===== config.mk =====
export PLATFORM = sky130hd
export DESIGN_NAME = tsc_frame_ctrl_flat
export DESIGN_NICKNAME = d
export VERILOG_FILES = /design/src/rtl/tsc_frame_ctrl_pkg.sv /design/src/rtl/tsc_frame_if.sv /design/src/rtl/tsc_frame_ctrl_seg_counter.sv /design/src/rtl/tsc_frame_ctrl.sv /design/src/flat_wrapper.sv
export SDC_FILE = /design/constraint.sdc
export NUM_CORES = 1
export LEC_CHECK = 0
export ABC_AREA = 0
export CELL_PAD_IN_SITES_DETAIL_PLACEMENT = 2
export CELL_PAD_IN_SITES_GLOBAL_PLACEMENT = 2
export CORE_MARGIN = 3
export CORE_UTILIZATION = 32
export DETAILED_ROUTE_END_ITERATION = 6
export PLACE_DENSITY_LB_ADDON = 0.3
export SLEW_MARGIN = 20
export SYNTH_ARGS = -nofsm -noshare
export SYNTH_HDL_FRONTEND = slang
export SYNTH_SLANG_ARGS = --single-unit

===== constraint.sdc =====
create_clock -name clk -period 1.9 [get_ports clk]
set_input_delay 0.19 -clock clk [delete_from_list [all_inputs] [get_ports clk]]
set_output_delay 0.19 -clock clk [all_outputs]
set_load 0.02 [all_outputs]

===== src/rtl/tsc_frame_ctrl_pkg.sv =====
// Shared definitions for the TSC frame sequencer and the TSC datapath.
package tsc_frame_ctrl_pkg;

    // Segments per frame; TSC sizes its alpha register chain from this.
    localparam int NUM_PHASE   = 3;
    // Phase counter width, wide enough for 0..NUM_PHASE-1.
    localparam int PHASE_CNT_W = 2;

    // Controller state encoding.
    typedef enum logic [1:0] {
        ST_IDLE = 2'd0,
        ST_INIT = 2'd1,
        ST_RUN  = 2'd2,
        ST_DONE = 2'd3
    } frame_state_e;

    // Counter width for a modulo-n count; never narrower than one bit.
    function automatic int cnt_width(input int n);
        if (n > 1) begin
            return $clog2(n);
        end else begin
            return 1;
        end
    endfunction

endpackage


===== src/rtl/tsc_frame_if.sv =====
// Beat/result handshakes and TSC control lines between the sequencer and its neighbours.
interface tsc_frame_if;
    logic in_llr_valid;
    logic out_llr_ready;
    logic out_tsc_Srst;
    logic out_tsc_en;
    logic out_tsc_init;
    logic out_tsc_phase_shift;
    logic out_res_valid;
    logic in_res_ready;

    // Sequencer side.
    modport slave (
        input  in_llr_valid,
        input  in_res_ready,
        output out_llr_ready,
        output out_tsc_Srst,
        output out_tsc_en,
        output out_tsc_init,
        output out_tsc_phase_shift,
        output out_res_valid
    );

    // Environment side: LLR buffer, TSC and test-pattern generator.
    modport master (
        output in_llr_valid,
        output in_res_ready,
        input  out_llr_ready,
        input  out_tsc_Srst,
        input  out_tsc_en,
        input  out_tsc_init,
        input  out_tsc_phase_shift,
        input  out_res_valid
    );
endinterface


===== src/rtl/tsc_frame_ctrl_seg_counter.sv =====
// Two-level beat/phase counter: beats wrap every SEG_BEATS, phases every NUM_PHASE.
module tsc_frame_ctrl_seg_counter
    import tsc_frame_ctrl_pkg::*;
#(
    parameter int SEG_BEATS = 86
) (
    input  logic clk,
    input  logic rst_n,
    input  logic i_clr,
    input  logic i_adv,
    output logic o_last_beat,
    output logic o_last_phase
);
    localparam int BEAT_CNT_W = cnt_width(SEG_BEATS);

    logic [BEAT_CNT_W-1:0]  r_beat_cnt;
    logic [PHASE_CNT_W-1:0] r_phase_cnt;

    assign o_last_beat  = (r_beat_cnt == BEAT_CNT_W'(SEG_BEATS - 1));
    assign o_last_phase = (r_phase_cnt == PHASE_CNT_W'(NUM_PHASE - 1));

    // Advance beat count per accepted beat; carry into phase at segment end.
    always_ff @(posedge clk or negedge rst_n) begin
        if (!rst_n) begin
            r_beat_cnt  <= '0;
            r_phase_cnt <= '0;
        end else if (i_clr) begin
            r_beat_cnt  <= '0;
            r_phase_cnt <= '0;
        end else if (i_adv) begin
            if (o_last_beat) begin
                r_beat_cnt  <= '0;
                r_phase_cnt <= o_last_phase ? '0 : (r_phase_cnt + PHASE_CNT_W'(1));
            end else begin
                r_beat_cnt  <= r_beat_cnt + BEAT_CNT_W'(1);
            end
        end else begin
            r_beat_cnt  <= r_beat_cnt;
            r_phase_cnt <= r_phase_cnt;
        end
    end

endmodule


===== src/rtl/tsc_frame_ctrl.sv =====
// Frame sequencer for the test syndrome computation block. SEG_BEATS must be >= 1.
module tsc_frame_ctrl
    import tsc_frame_ctrl_pkg::*;
#(
    parameter int SEG_BEATS = 86
) (
    input  logic        clk,
    input  logic        in_ctr_Arst_n,
    input  logic        in_start,
    input  logic        in_abort,
    tsc_frame_if.slave  bus,
    output logic        out_busy
);
    frame_state_e r_state;
    logic         w_last_beat;
    logic         w_last_phase;
    logic         w_beat_acc;
    logic         w_phase_shift;
    logic         w_cnt_clr;

    // A beat counts only in RUN and never in an abort cycle.
    assign w_beat_acc    = (r_state == ST_RUN) & bus.in_llr_valid & ~in_abort;
    // The shift lands on the segment's last beat so TSC compares it before capture.
    assign w_phase_shift = w_beat_acc & w_last_beat;
    assign w_cnt_clr     = in_abort | (r_state == ST_INIT);
    assign out_busy      = (r_state != ST_IDLE);

    tsc_frame_ctrl_seg_counter #(
        .SEG_BEATS (SEG_BEATS)
    ) u_seg_counter (
        .clk          (clk),
        .rst_n        (in_ctr_Arst_n),
        .i_clr        (w_cnt_clr),
        .i_adv        (w_beat_acc),
        .o_last_beat  (w_last_beat),
        .o_last_phase (w_last_phase)
    );

    // Frame state machine; abort overrides every transition.
    always_ff @(posedge clk or negedge in_ctr_Arst_n) begin
        if (!in_ctr_Arst_n) begin
            r_state <= ST_IDLE;
        end else if (in_abort) begin
            r_state <= ST_IDLE;
        end else begin
            case (r_state)
                ST_IDLE: r_state <= in_start ? ST_INIT : ST_IDLE;
                ST_INIT: r_state <= ST_RUN;
                ST_RUN:  r_state <= (w_phase_shift && w_last_phase) ? ST_DONE : ST_RUN;
                ST_DONE: r_state <= bus.in_res_ready ? ST_IDLE : ST_DONE;
                default: r_state <= ST_IDLE;
            endcase
        end
    end

    // Decode TSC controls and handshakes from registered state plus beat valid and abort.
    always_comb begin
        bus.out_llr_ready       = 1'b0;
        bus.out_tsc_Srst        = 1'b0;
        bus.out_tsc_en          = 1'b0;
        bus.out_tsc_init        = 1'b0;
        bus.out_tsc_phase_shift = 1'b0;
        bus.out_res_valid       = 1'b0;
        if (in_abort) begin
            bus.out_tsc_Srst = 1'b1;
        end else begin
            case (r_state)
                ST_IDLE: begin
                    bus.out_tsc_en = 1'b0;
                end
                ST_INIT: begin
                    bus.out_tsc_en   = 1'b1;
                    bus.out_tsc_init = 1'b1;
                end
                ST_RUN: begin
                    bus.out_llr_ready       = 1'b1;
                    bus.out_tsc_en          = bus.in_llr_valid;
                    bus.out_tsc_phase_shift = w_phase_shift;
                end
                ST_DONE: begin
                    bus.out_res_valid = 1'b1;
                end
                default: begin
                    bus.out_tsc_en = 1'b0;
                end
            endcase
        end
    end

endmodule


===== src/flat_wrapper.sv =====
// flat-port wrapper written by rule: the top's interface ports become plain ports
module tsc_frame_ctrl_flat import tsc_frame_ctrl_pkg::*;
#(
    parameter int SEG_BEATS = 86
)
  (clk, in_ctr_Arst_n, in_start, in_abort, out_busy, bus_in_llr_valid, bus_in_res_ready, bus_out_llr_ready, bus_out_tsc_Srst, bus_out_tsc_en, bus_out_tsc_init, bus_out_tsc_phase_shift, bus_out_res_valid);
  tsc_frame_if bus_i ();
  input  logic clk;
  input  logic in_ctr_Arst_n;
  input  logic in_start;
  input  logic in_abort;
  output logic out_busy;
  input wire logic [$bits(bus_i.in_llr_valid)-1:0] bus_in_llr_valid;
  input wire logic [$bits(bus_i.in_res_ready)-1:0] bus_in_res_ready;
  output wire logic [$bits(bus_i.out_llr_ready)-1:0] bus_out_llr_ready;
  output wire logic [$bits(bus_i.out_tsc_Srst)-1:0] bus_out_tsc_Srst;
  output wire logic [$bits(bus_i.out_tsc_en)-1:0] bus_out_tsc_en;
  output wire logic [$bits(bus_i.out_tsc_init)-1:0] bus_out_tsc_init;
  output wire logic [$bits(bus_i.out_tsc_phase_shift)-1:0] bus_out_tsc_phase_shift;
  output wire logic [$bits(bus_i.out_res_valid)-1:0] bus_out_res_valid;
  assign bus_i.in_llr_valid = bus_in_llr_valid;
  assign bus_i.in_res_ready = bus_in_res_ready;
  assign bus_out_llr_ready = bus_i.out_llr_ready;
  assign bus_out_tsc_Srst = bus_i.out_tsc_Srst;
  assign bus_out_tsc_en = bus_i.out_tsc_en;
  assign bus_out_tsc_init = bus_i.out_tsc_init;
  assign bus_out_tsc_phase_shift = bus_i.out_tsc_phase_shift;
  assign bus_out_res_valid = bus_i.out_res_valid;
  tsc_frame_ctrl #(.SEG_BEATS(SEG_BEATS)) u_core (.clk(clk), .in_ctr_Arst_n(in_ctr_Arst_n), .in_start(in_start), .in_abort(in_abort), .bus(bus_i), .out_busy(out_busy));
endmodule

==> results of run 1 <==
-- state kept, by name, indices dropped and copies added, names as in the netlist --
name / cells
u_core.u_seg_counter.r_beat_cnt: 7
u_core.r_state: 2
u_core.u_seg_counter.r_phase_cnt: 2
-- final timing paths --
kind,start,to,slack [ns],cells after the start
worst min-delay path,in_ctr_Arst_n,u_core.r_state[0],0.26,1
worst max register to register,u_core.r_state[0],u_core.u_seg_counter.r_beat_cnt[5],0.33,6
worst max-delay path,u_core.r_state[0],bus_out_llr_ready,0.14,5
min in group clk,in_start,u_core.r_state[0],0.47,3
max in group asynchronous,in_ctr_Arst_n,u_core.u_seg_counter.r_beat_cnt[3],1.27,1
worst min register to register,u_core.r_state[1],u_core.r_state[1],0.55,1
-- through the flow --
stage | hold slack, ns | power [uW] | instances
5_1_grt | 0.301 | 641 | 139
3_3_place_gp | 0.522 | 428 | 135
3_5_place_dp | 0.546 | 438 | 135
2_1_floorplan | -0.106 | 346 | 86
6_report | 0.265 | 593 | 139
4_1_cts | 0.283 | 604 | 139
-- cell type report --
cell class,count,share of cell area (%)
clock buffer,3,2.14
clock inverter,1,0.476
inverter,6,2.14
multi-input combinational,63,44.7
sequential,11,26.2
tap,28,3.33
timing repair buffer,27,21.0
-- where the power goes --
group | total, uW | switching (uW) | internal [uW]
Clock | 171 | 92.6 | 78.1
Combinational | 172 | 95.7 | 76.0
Sequential | 251 | 8.43 | 242
Total | 593 | 197 | 396
-- layout by cell type, fill, tap and decap left out, types with 3 or more instances in the layout --
| master | instances |
|---|---|
| buf_4 | 15 |
| dfrtp_1 | 11 |
| a21oi_1 | 8 |
| ha_1 | 7 |
| inv_1 | 6 |
| clkdlybuf4s50_1 | 6 |
| nor2b_1 | 5 |
| nor2_1 | 5 |
| nand2_1 | 5 |
| nand4_1 | 3 |
| nand3_1 | 3 |
| a311oi_1 | 3 |
| clkbuf_4 | 3 |
| dlygate4sd2_1 | 3 |
-- layer usage --
layer  wire (um)  track usage (%)  vias up
met3          85             5.10        2
met2        1250             28.7       13
li1            -                -      370
met1        1160             23.6      400
met4          14             2.71        0
met5           0                0        -
-- cells by family (layout without fill, tap and decap cells) --
group | Yosys count | count (layout)
compound gates | 24 | 24
fa+ha+maj | 7 | 7
buf+inv | 12 | 37
flops | 11 | 11
simple gates | 32 | 32
==> flow_summary_export.csv, run 1 <==
group,metric,value,unit
timing,tns,0,ns
yosys,synth_top_family_by_area,"simple AND/OR/NAND/NOR gates",
yosys,synth_top_flop_cell,"dfrtp_1",
global_routing,grt_pass1_wl,4.33,mm
final_layout,antenna_cells,0,
worst_setup_path,critPathMaxFanout,4,
clocking,cts_tree,"yes",
global_routing,grtUsageTotal,17.7,%
yosys,synthXorXnorAreaFrac,0,%
worst_setup_path,cp.required,1.71,ns
worst_setup_path,endpoint_kind,"output pin",
floorplan,io_pins,13,
yosys,yosys.cell_count.top_type,"dfrtp_1",
final_layout,final_area,1050,sq um
timing,hold_violations,0,
floorplan,die_x,56.2,um
clocking,clock_latency,0.28,ns
floorplan,num_rows,17,
yosys,ys_ff_latch,11,
placed_design,port_buffers,12,
final_layout,fin_nets,125,
power,power_density,564,nW/um^2
routing,via_per_inst,5.65,
timing,clock_skew,0.00297,ns
flow_run,maxCapViolCount,0,
global_routing,antenna_found_initial,0,
yosys,synth_fp_nets,99,
timing,finalCritPeriodShare,92.5,%
yosys,synthMuxAreaShare,0,%
floorplan,die_y,56.2,um
hold_path,hp-class,"in -> async",
clocking,ctsHoldBuffers,0,
worst_setup_path,crit_path_start_kind,"flop",
clocking,h-tree-depth,1,
worst_setup_path,crit_path_max_incr_delay,0.40,ns
power,power.leakage,0.000483,uW
yosys,synth_edf_count,0,
yosys,netlist.area_leader.share,34.1,%
timing,finalCriticalPeriod,1.76,ns
worst_setup_path,worst_ep_arrival_time,1.57,ns
clocking,cts.clk_slew.worst_paths,0.08,ns
yosys,synth.distinct_cells,33,
yosys,async_reset_ff_share,100,%
yosys,ys.warnings.count,0,
placed_design,place_ws,-0.0489,ns
timing,worst_slew_pin_slew,0.553,ns
clocking,cts.sink_count,11,
routing,finalWirelength,2.52,mm
timing,worst_slack,0.143,ns
final_layout,drive_gt1_share,22.5,%
routing,routedWlPerCell,18.1,um
clocking,post_cts_resize_count,8,
clocking,cts-buffers-inserted,3,
power,ir_drop,0.490,mV
global_routing,grt_overflow,0,
routing,dr.pass1.iters,4,
final_layout,seq_area,275,sq um
routing,remaining_drc_errors,0,
worst_setup_path,worstPathCellList,"inv_1 > ha_1 > buf_4 > nor2b_1 > dlygate4sd2_1",
timing,slew_viol_final,0,
yosys,synthAdderAreaFrac,10.9,%
global_routing,grt_pass1_vias,874,
yosys,syn_avg_cell_area,9.38,sq um
floorplan,core_area,2300,sq um
worst_setup_path,crit_buf_inv,3,
clocking,cts_setup_buffers,0,
routing,drtAntennaViolNets,0,
timing,setup_viol,0,
floorplan,die_area,3160,sq um
status,status,"complete, no violations",
yosys,synth.top_cells.by_area,"dfrtp_1 (34%), ha_1 (11%), a21oi_1 (5.0%)",
timing,fmax,0.569,GHz
yosys,synth_area_leader_cell,"dfrtp_1",
worst_setup_path,cp_top_family,"buffers and inverters",
timing,relSlewSlack,63.0,%
worst_setup_path,crit_path_top_delay_cell,"dfrtp_1",
yosys,netlist_instances,86,
final_layout,multi_input_area,470,sq um
clocking,cts_root_buffer,"clkbuf_4",
placed_design,dpl.hpwl,1.96,mm
placed_design,place_congestion,0.834,
floorplan,initial_core_util,35.1,%
yosys,syn_area,807,sq um
final_layout,fin_util,45.8,%
placed_design,dpl_cell_area,1030,sq um
yosys,synth-simple-area-share,24.8,%
routing,vias,785,
final_layout,fill_cells,248,
yosys,ys_top_cells_by_count,"dfrtp_1 (11), a21oi_1 (8), ha_1 (7), inv_1 (6)",
global_routing,grt_max_degree,12,
worst_setup_path,critPathKind,"reg -> out",
yosys,yosysSeqAreaShare,34.1,%
final_layout,area_growth,30.4,%
clocking,cts_buffer_depth,2,
routing,drt-initial-drc-count,12,
yosys,synth_compound_area_share,21.9,%
No activity file was read; power rests on OpenSTA's default activity.
==> inputs of run 2 (changes only) <==
--- a/config.mk
+++ b/config.mk
@@ -11,8 +11,8 @@
 export CORE_MARGIN = 3
 export CORE_UTILIZATION = 32
 export DETAILED_ROUTE_END_ITERATION = 6
+export MAX_ROUTING_LAYER = met4
 export PLACE_DENSITY_LB_ADDON = 0.3
-export SLEW_MARGIN = 20
 export SYNTH_ARGS = -nofsm -noshare
 export SYNTH_HDL_FRONTEND = slang
 export SYNTH_SLANG_ARGS = --single-unit
==> constraint.sdc (replaced) <==
create_clock -name clk -period 1.9 [get_ports clk]
set_input_delay 0.38 -clock clk [delete_from_list [all_inputs] [get_ports clk]]
set_output_delay 0.38 -clock clk [all_outputs]
set_load 0.02 [all_outputs]
==> run 2 against run 1 <==
Against the previous run: clock power grew 5%; clock skew is 0.0013 ns higher; die area stayed put; critical path type is now in -> out; critical endpoint is now bus_out_tsc_phase_shift; largest power group unchanged.
==> flow_summary_export.csv, run 2 (synthesis gave the netlist of run 1 again) <==
group,metric,value,unit
status,status,"complete, no violations",
floorplan,die_area,3160,sq um
placed_design,dpl_cell_area,1070,sq um
clocking,clock_latency,0.28,ns
floorplan,io_pins,13,
worst_setup_path,crit_path_top_delay_cell,"clkdlybuf4s50_1",
routing,wl_met1,1.27,mm
global_routing,grt_pass1_vias,913,
power,ir_drop,0.363,mV
final_layout,regMostFlops,"u_core.u_seg_counter.r_beat_cnt",
worst_setup_path,crit_buf_inv,2,
clocking,h-tree-depth,1,
floorplan,die_x,56.2,um
global_routing,grt_overflow,0,
final_layout,layout_common_cells,"buf_4 (20), dfrtp_1 (11), a21oi_1 (8)",
final_layout,drive_gt1_share,33.0,%
timing,finalCritPeriodShare,99.3,%
timing,fmax,0.530,GHz
final_layout,area_growth,35.7,%
hold_path,hp-class,"in -> async",
clocking,cts_root_buffer,"clkbuf_4",
final_layout,multi_input_area,498,sq um
worst_setup_path,critPathKind,"in -> out",
timing,clock_skew,0.00430,ns
final_layout,reg.largest.list,"u_core.u_seg_counter.r_beat_cnt x7, u_core.r_state x2, u_core.u_seg_counter.r_phase_cnt x2",
floorplan,num_rows,17,
timing,rsz0062_at_grt,"yes",
global_routing,antenna_found_initial,0,
clocking,cts_tree,"yes",
worst_setup_path,crit_path_start_kind,"input pin",
routing,met3_length,120,um
placed_design,place_congestion,0.848,
final_layout,fin_nets,129,
worst_setup_path,worst-path-stages,4,
timing,relSlewSlack,62.9,%
worst_setup_path,cp.required,1.52,ns
clocking,cts_setup_buffers,0,
power,power.leakage,0.000481,uW
routing,drtAntennaViolNets,0,
routing,remaining_drc_errors,0,
routing,dr.pass1.iters,4,
routing,wl_met2,1.48,mm
clocking,cts-buffers-inserted,3,
final_layout,fill_cells,265,
timing,setup_viol,0,
floorplan,die_y,56.2,um
worst_setup_path,worstPathCellList,"clkdlybuf4s50_1 > nand2_1 > nor4_2 > buf_2",
power,power_density,581,nW/um^2
clocking,cts_buffer_depth,2,
placed_design,dpl.hpwl,2.17,mm
flow_run,maxCapViolCount,0,
worst_setup_path,cp_top_family,"buffers and inverters",
timing,fin_hold_ws,0.449,ns
routing,drt-initial-drc-count,9,
worst_setup_path,crit_path_max_incr_delay,0.55,ns
timing,hold_violations,0,
timing,tns,0,ns
floorplan,core_area,2300,sq um
worst_setup_path,critPathMaxFanout,3,
global_routing,grtUsageTotal,21.0,%
routing,finalWirelength,2.96,mm
final_layout,final_common_cell,"buf_4",
routing,via_per_inst,5.72,
floorplan,initial_core_util,35.1,%
final_layout,antenna_cells,0,
global_routing,grt_max_degree,12,
placed_design,port_buffers,12,
global_routing,grt_pass1_wl,4.83,mm
clocking,cts.sink_count,11,
timing,worst_slew_pin_slew,0.555,ns
routing,routed.top_layer,"met4",
routing,vias,818,
routing,routedWlPerCell,20.7,um
timing,slew_viol_final,0,
final_layout,seq_area,275,sq um
worst_setup_path,r2r_cells,5,
worst_setup_path,endpoint_kind,"output pin",
final_layout,largest_reg_flops,7,
worst_setup_path,worst_ep_arrival_time,1.51,ns
power,power,636,uW
final_layout,final_area,1090,sq um
clocking,cts.clk_slew.worst_paths,0.09,ns
timing,finalCriticalPeriod,1.89,ns
run 2: where the power goes:
part	leakage [uW]	internal, uW	switching, uW
Sequential	0.000152	242	7.79
Clock	0.0000150	81.6	97.6
Combinational	0.000314	88.9	118
run 2: per-layer routing:
metal / track usage, % / vias up
li1: - / 373
met1: 25.0 / 409
met2: 33.7 / 25
met3: 3.71 / 11
met5: - / -
met4: 10.5 / 0
run 2: final timing paths:
path	startpoint	end	slack (ns)
setup / recovery	bus_in_llr_valid	bus_out_tsc_phase_shift	0.01
hold / removal	in_ctr_Arst_n	u_core.u_seg_counter.r_beat_cnt[3]	0.45
setup reg to reg	u_core.u_seg_counter.r_beat_cnt[0]	u_core.u_seg_counter.r_beat_cnt[3]	0.39
hold reg to reg	u_core.u_seg_counter.r_phase_cnt[1]	u_core.u_seg_counter.r_phase_cnt[1]	0.59
max in group asynchronous	in_ctr_Arst_n	u_core.u_seg_counter.r_beat_cnt[0]	1.08
min in group clk	u_core.u_seg_counter.r_phase_cnt[1]	u_core.u_seg_counter.r_phase_cnt[1]	0.59
run 2: area by class of cell:
cell class | instances | area share, %
clock buffers | 4 | 2.40
inverters | 6 | 2.06
multi-input cells | 63 | 45.5
flip-flops and latches | 11 | 25.1
well taps | 28 | 3.20
repair buffers | 31 | 21.7
run 2: metrics by stage:
| stage | setup WS (ns) | utilization [%] | instances |
|---|---|---|---|
| 2_1_floorplan | 0.172 | - | 86 |
| 3_3_place_gp | -0.336 | 46.6 | 139 |
| 3_5_place_dp | -0.410 | 46.6 | 139 |
| 4_1_cts | -0.000877 | 47.3 | 143 |
| 5_1_grt | -0.0698 | 47.7 | 143 |
| 6_report | 0.0128 | 47.7 | 143 |
run 2: repair_timing:
action | in CTS | in global routing
gates cloned | 0 | 0
setup endpoints to repair | 7 | 4
pin swaps | 2 | 0
resized for setup | 22 | 7
hold buffers | 0 | 0
